==> config.mk <==
export PLATFORM = sky130hd
export DESIGN_NAME = fb_scheduler
export DESIGN_NICKNAME = d
export VERILOG_FILES = /design/src/rtl/fb_pkg.sv /design/src/rtl/raster_lookahead.sv /design/src/rtl/fb_scheduler.sv
export SDC_FILE = /design/constraint.sdc
export NUM_CORES = 1
export LEC_CHECK = 0
export ABC_AREA = 1
export CAP_MARGIN = 20
export CORE_MARGIN = 4
export CORE_UTILIZATION = 45
export DETAILED_ROUTE_END_ITERATION = 10
export GPL_ROUTABILITY_DRIVEN = 0
export PLACE_DENSITY = 0.76
export SYNTH_ARGS = -nofsm -noshare
export SYNTH_HDL_FRONTEND = slang
export SYNTH_SLANG_ARGS = --single-unit
==> constraint.sdc <==
create_clock -name clk_in -period 6.7 [get_ports clk_in]
set_input_delay 1.34 -clock clk_in [delete_from_list [all_inputs] [get_ports clk_in]]
set_output_delay 1.34 -clock clk_in [all_outputs]
set_load 0.05 [all_outputs]
==> src/rtl/fb_pkg.sv <==
// Shared constants, types and helpers for the framebuffer scheduler slice.
package fb_pkg;

  localparam int unsigned FB_W     = 160;
  localparam int unsigned FB_H     = 120;
  localparam int unsigned SCALE    = 4;
  localparam int unsigned COLOR_W  = 8;
  localparam int unsigned ADDR_W   = 15;
  localparam int unsigned SCALE_SH = $clog2(SCALE);

  localparam int unsigned H_ACTIVE = 640;
  localparam int unsigned H_TOTAL  = 800;
  localparam int unsigned V_ACTIVE = 480;
  localparam int unsigned V_TOTAL  = 525;

  typedef logic [COLOR_W-1:0] color_t;
  typedef logic [ADDR_W:0]    fb_addr_t;

  typedef enum logic {
    RUN,
    SWAP_WAIT
  } sched_state_e;

  // Linear index of FB pixel (col,row) within one bank.
  function automatic logic [ADDR_W-1:0] fb_index(logic [ADDR_W-1:0] row,
                                                 logic [ADDR_W-1:0] col);
    return row * ADDR_W'(FB_W) + col;
  endfunction

endpackage

==> src/rtl/raster_lookahead.sv <==
// Raster position two pixel clocks ahead of the beam, wrapping at line and frame ends.
module raster_lookahead import fb_pkg::*; (
  input  logic [9:0] sx_in,
  input  logic [9:0] sy_in,
  output logic [9:0] nx_out,
  output logic [9:0] ny_out
);

  localparam int unsigned Ahead = 2;

  // Advance x by Ahead; on line wrap step y, wrapping at the last frame line.
  always_comb begin
    nx_out = sx_in + 10'(Ahead);
    ny_out = sy_in;
    if (sx_in >= 10'(H_TOTAL - Ahead)) begin
      nx_out = sx_in - 10'(H_TOTAL - Ahead);
      ny_out = (sy_in == 10'(V_TOTAL - 1)) ? 10'd0 : sy_in + 10'd1;
    end
  end

endmodule

==> src/rtl/fb_scheduler.sv <==
// Single-port framebuffer arbiter: display fetches ahead of the beam, renderer writes in
// free cycles, and double-buffer swaps sequenced at the first vblank pixel.
module fb_scheduler import fb_pkg::*; (
  input  logic               clk_in,
  input  logic               rst_in,
  input  logic [9:0]         sx_in,
  input  logic [9:0]         sy_in,
  input  logic               wr_valid_in,
  output logic               wr_ready_out,
  input  logic [7:0]         wr_x_in,
  input  logic [6:0]         wr_y_in,
  input  logic [COLOR_W-1:0] wr_color_in,
  input  logic               swap_req_in,
  output logic               swap_done_out,
  output logic               front_buf_out,
  output logic               fb_en_out,
  output logic               fb_we_out,
  output logic [ADDR_W:0]    fb_addr_out,
  output logic [COLOR_W-1:0] fb_wdata_out,
  input  logic [COLOR_W-1:0] fb_rdata_in,
  output logic [COLOR_W-1:0] pixel_out
);

  logic [9:0]         w_nx;
  logic [9:0]         w_ny;
  logic               w_read_slot;
  logic               w_wr_accept;
  logic               w_wr_in_range;
  logic [ADDR_W-1:0]  w_rd_index;
  logic [ADDR_W-1:0]  w_wr_index;

  sched_state_e       r_state;
  logic               r_front;
  logic               r_swap_done;
  logic               r_rd_pend;
  logic [COLOR_W-1:0] r_pixel;

  raster_lookahead u_lookahead (
    .sx_in  (sx_in),
    .sy_in  (sy_in),
    .nx_out (w_nx),
    .ny_out (w_ny)
  );

  assign w_read_slot = (w_nx < 10'(H_ACTIVE)) && (w_ny < 10'(V_ACTIVE)) &&
                       ((w_nx % 10'(SCALE)) == 10'd0);
  assign w_rd_index  = fb_index(ADDR_W'(w_ny >> SCALE_SH), ADDR_W'(w_nx >> SCALE_SH));
  assign w_wr_index  = fb_index(ADDR_W'(wr_y_in), ADDR_W'(wr_x_in));

  // Ready is held low in reset so no handshake completes while the RAM port is idle.
  assign wr_ready_out  = !rst_in && (r_state == RUN) && !w_read_slot;
  assign w_wr_accept   = wr_valid_in && wr_ready_out;
  assign w_wr_in_range = (wr_x_in < 8'(FB_W)) && (wr_y_in < 7'(FB_H));

  assign swap_done_out = r_swap_done;
  assign front_buf_out = r_front;
  assign pixel_out     = ((sx_in < 10'(H_ACTIVE)) && (sy_in < 10'(V_ACTIVE))) ? r_pixel : '0;

  // RAM port mux: display reads win; accepted in-range writes target the back bank.
  always_comb begin
    fb_en_out    = 1'b0;
    fb_we_out    = 1'b0;
    fb_addr_out  = '0;
    fb_wdata_out = '0;
    if (!rst_in) begin
      if (w_read_slot) begin
        fb_en_out   = 1'b1;
        fb_addr_out = {r_front, w_rd_index};
      end else if (w_wr_accept && w_wr_in_range) begin
        fb_en_out    = 1'b1;
        fb_we_out    = 1'b1;
        fb_addr_out  = {~r_front, w_wr_index};
        fb_wdata_out = wr_color_in;
      end
    end
  end

  // Swap FSM: latch a request, then flip banks on the first vblank pixel.
  always_ff @(posedge clk_in) begin
    if (rst_in) begin
      r_state     <= RUN;
      r_front     <= 1'b0;
      r_swap_done <= 1'b0;
    end else begin
      r_swap_done <= 1'b0;
      case (r_state)
        RUN: begin
          if (swap_req_in) r_state <= SWAP_WAIT;
        end
        SWAP_WAIT: begin
          if ((sx_in == 10'd0) && (sy_in == 10'(V_ACTIVE))) begin
            r_front     <= ~r_front;
            r_swap_done <= 1'b1;
            r_state     <= RUN;
          end
        end
        default: r_state <= RUN;
      endcase
    end
  end

  // Read pipeline: capture RAM data the cycle after a fetch, hold until the next fetch.
  always_ff @(posedge clk_in) begin
    if (rst_in) begin
      r_rd_pend <= 1'b0;
      r_pixel   <= '0;
    end else begin
      r_rd_pend <= w_read_slot;
      if (r_rd_pend) r_pixel <= fb_rdata_in;
    end
  end

endmodule

==> impl_results.md <==
* Outcome: complete, no violations
* Switching share of power at 0.4512
* CTS Buffer Depth at 2
* Max-cap violations at 0
* DR vias/cell at 5.021
* Slew Limit Fails at 0
* Post_cts resized at 0
* Final setup viols at 0
* Core ar. at 5540 µm²
* Power Internal at around 230 µW
* Starting DRT DRC Count at 90
* Hpwl dp at about 6400 µm
* Clk slew on worst S/H paths at 0.05 ns
* Vias in the first global route at ~2.8k
* Cts hold-fix bufs at 0
* Root buf cell: clkbuf_8
* Ant. Diodes at 0
* Net count reported at finish at 630
* Peak VDD IR at about 84 µV
* Die area at 7012 µm²
* Cts bufs inserted at 3
* Core Util, Final at 0.6676
* Synthesized area per cell at 5.762 µm²
* LEAKAGE at 1.856 nW
* Post-CTS Setup Inserts at 0
* Fmax at 156.1 MHz
* WL/cell at 12.00 µm
* Global-route wire length before repair at 12410 µm
* Synthesis warning total at 0
* RR Endpoint: front_buf_out
* Clk sinks at 12
* GRT Residual Overflow at 0
* Most common cell after layout, fill and taps aside: nand2_1
* Worst hold stages at 2
* PwrDens at roughly 120 nW/µm²
* Setup CP Type: input pin to output port
* I/O Pins at 92
* Placed cell count at 609
* Comb power frac at 0.677
* CTS tree: done
* Die height at 83.74 µm
* Post-Route WL at about 7300 µm
* Cells after synthesis at between 400 and 500
* Max transition margin at 0.6327
* Min-delay worst type: flop to flop
* Pin count of the biggest net entering global routing at 17
* Initial Util at 0.4659
* Crit Path Max Fanout at 9
* Chip width at 83.74 µm
* Sw power at just under 200 µW
* Synthesized area at 2581 µm²
* Min cycle time layout at approximately 6.4 ns
* Layout area overhead at 43.29%
* Std-Cell Rows at 27
* Via count at 3073
* Setup crit end kind: output port
* Clock share of power at 0.149
* Final Hold Fails at 0
* Tot GR Track Use at 0.2057
* Hold EP: r_pixel[5]
* RR Startpoint: r_state
* Syn nets at 536
* Layout filler cell count at ~530
* Final non-filler cell total at 612
* Worst EP required at 5.36 ns
* CP arrival at approximately 5 ns
* Setup Skew at 0.003607 ns
* Tot Pwr at 426.2 µW
* Remaining antenna violation count at 0
* Post-detailed-route DRC marker count at 0
* H-Tree Depth at 1
* Worst-margin pin slew at 0.5492 ns
* Tcrit/Tclk final at 0.9563
* Reg power frac at 0.175
* Worst Reg-to-Reg Cells at 6
* Yosys reg bits at 12
* Clk Latency, worst-skew pair at 0.24 ns
* Post-synthesis sequential area ratio at 0.09307
* DRT Pass-1 Iters at 4
* Startpoint types: input pin
* Flop2flop setup slack at 5.48 ns
* RSZ-0062 raised after global routing: true
* Hold path start: r_pixel[5]
* Port Buffers at 91
* Synth cell types at 33
* Fraction of layout cells with a size suffix above 1 at 0.06296
* Initial antenna violation count at 0
* Most frequent cells in the layout: 137 x nand2_1, 81 x clkdlybuf4s50_1, 78 x inv_1
-- per-stage QoR --
step / setup slack (ns) / hold slack, ns / TNS, ns / area [µm²]
after CTS: 0.1367 / 0.4578 / 0 / 3665
after global routing: -0.01524 / 0.4712 / -0.01524 / 3699
after detailed placement: 0.1307 / 0.4500 / 0 / 3623
after floorplan: 0.5586 / 0.4298 / 0 / 2581
after global placement: 0.2541 / 0.4417 / 0 / 3623
final: 0.2929 / 0.4538 / 0 / 3699
-- cell families after synthesis --
kind of cell	share of synthesized area
adders and majority gates	0.1716
buffers and inverters	0.1285
and+or+nand+nor	0.4329
DFF	0.09307
AOI/OAI and AO/OA	0.1163
xor gates and xnor gates	0.05768
-- critical path, cell delays in order --
cell and delay (ns):
clkdlybuf4s50_1 0.52, ha_2 0.21, nand2_1 0.07, nor2_1 0.12, nand3_2 0.14, nand3_4 0.13, nand4_1 0.12, o211ai_1 0.12
inv_1 0.12, ha_1 0.31, ha_1 0.25, fa_1 0.52, inv_1 0.06, nor2_1 0.17, nand3_1 0.11, nor2_1 0.13
nand2_1 0.08, nand3_1 0.09, nand2_1 0.05, nand2_1 0.05, nand2_1 0.06, nor2_2 0.14, buf_12 0.15
-- routing by layer --
metal,global-route usage,up-vias,part of all wire
met1,0.2634,1364,0.45
li1,-,1617,-
met2,0.3702,83,0.49
met4,0.04678,0,0.010
met3,0.01876,9,0.046
met5,0,-,0
-- flip-flops by register name, indices dropped and copies added, names as in the netlist --
register	flops
r_rd_pend	1
r_state	1
swap_done_out	1
r_pixel	8
front_buf_out	1
-- power by group through the flow --
stage	Sequential [mW]	Combinational [mW]	Clock [mW]
detailed placement	0.0758	0.286	0
global route	0.0745	0.323	0.0698
floorplan	0.0756	0.192	0
finish	0.0744	0.288	0.0633
CTS	0.0744	0.288	0.0660
global placement	0.0757	0.282	0
-- worst max path at each step --
stage / slack [ns] / to / from
after floorplan: 0.56 / fb_addr_out[14] / sx_in[1]
after global placement: 0.25 / fb_addr_out[14] / sx_in[1]
after detailed placement: 0.13 / fb_addr_out[14] / sx_in[1]
after CTS: 0.14 / fb_addr_out[14] / sx_in[1]
after global routing: -0.02 / fb_addr_out[14] / sx_in[2]
final: 0.29 / fb_addr_out[14] / sx_in[2]
-- cells in the mapped netlist, drive strengths merged --
cell / n / share of area
a21o: 1 / 0.0029
a21oi: 21 / 0.044
a31oi: 1 / 0.0024
buf: 3 / 0.011
clkbuf: 1 / 0.0015
dfxtp: 12 / 0.093
fa: 4 / 0.031
ha: 29 / 0.14
inv: 80 / 0.12
nand2: 139 / 0.20
nand3: 33 / 0.078
nand3b: 7 / 0.025
nand4: 11 / 0.027
nor2: 52 / 0.081
nor3: 1 / 0.0019
nor4: 4 / 0.0097
o211ai: 2 / 0.0058
o21ai: 19 / 0.038
o21bai: 1 / 0.0029
o31ai: 7 / 0.020
or2: 3 / 0.0073
xnor2: 7 / 0.024
xor2: 10 / 0.034
-- layout make-up --
class,count,area (µm²),area share
clock buffers,3,41.29,0.01116
inverters,80,300.3,0.08119
repair buffers,93,991.0,0.2679
multi-input cells,352,2036,0.5504
well taps,72,90.09,0.02436
flip-flops and latches,12,240.2,0.06495
(Power assumes the default switching activity.)
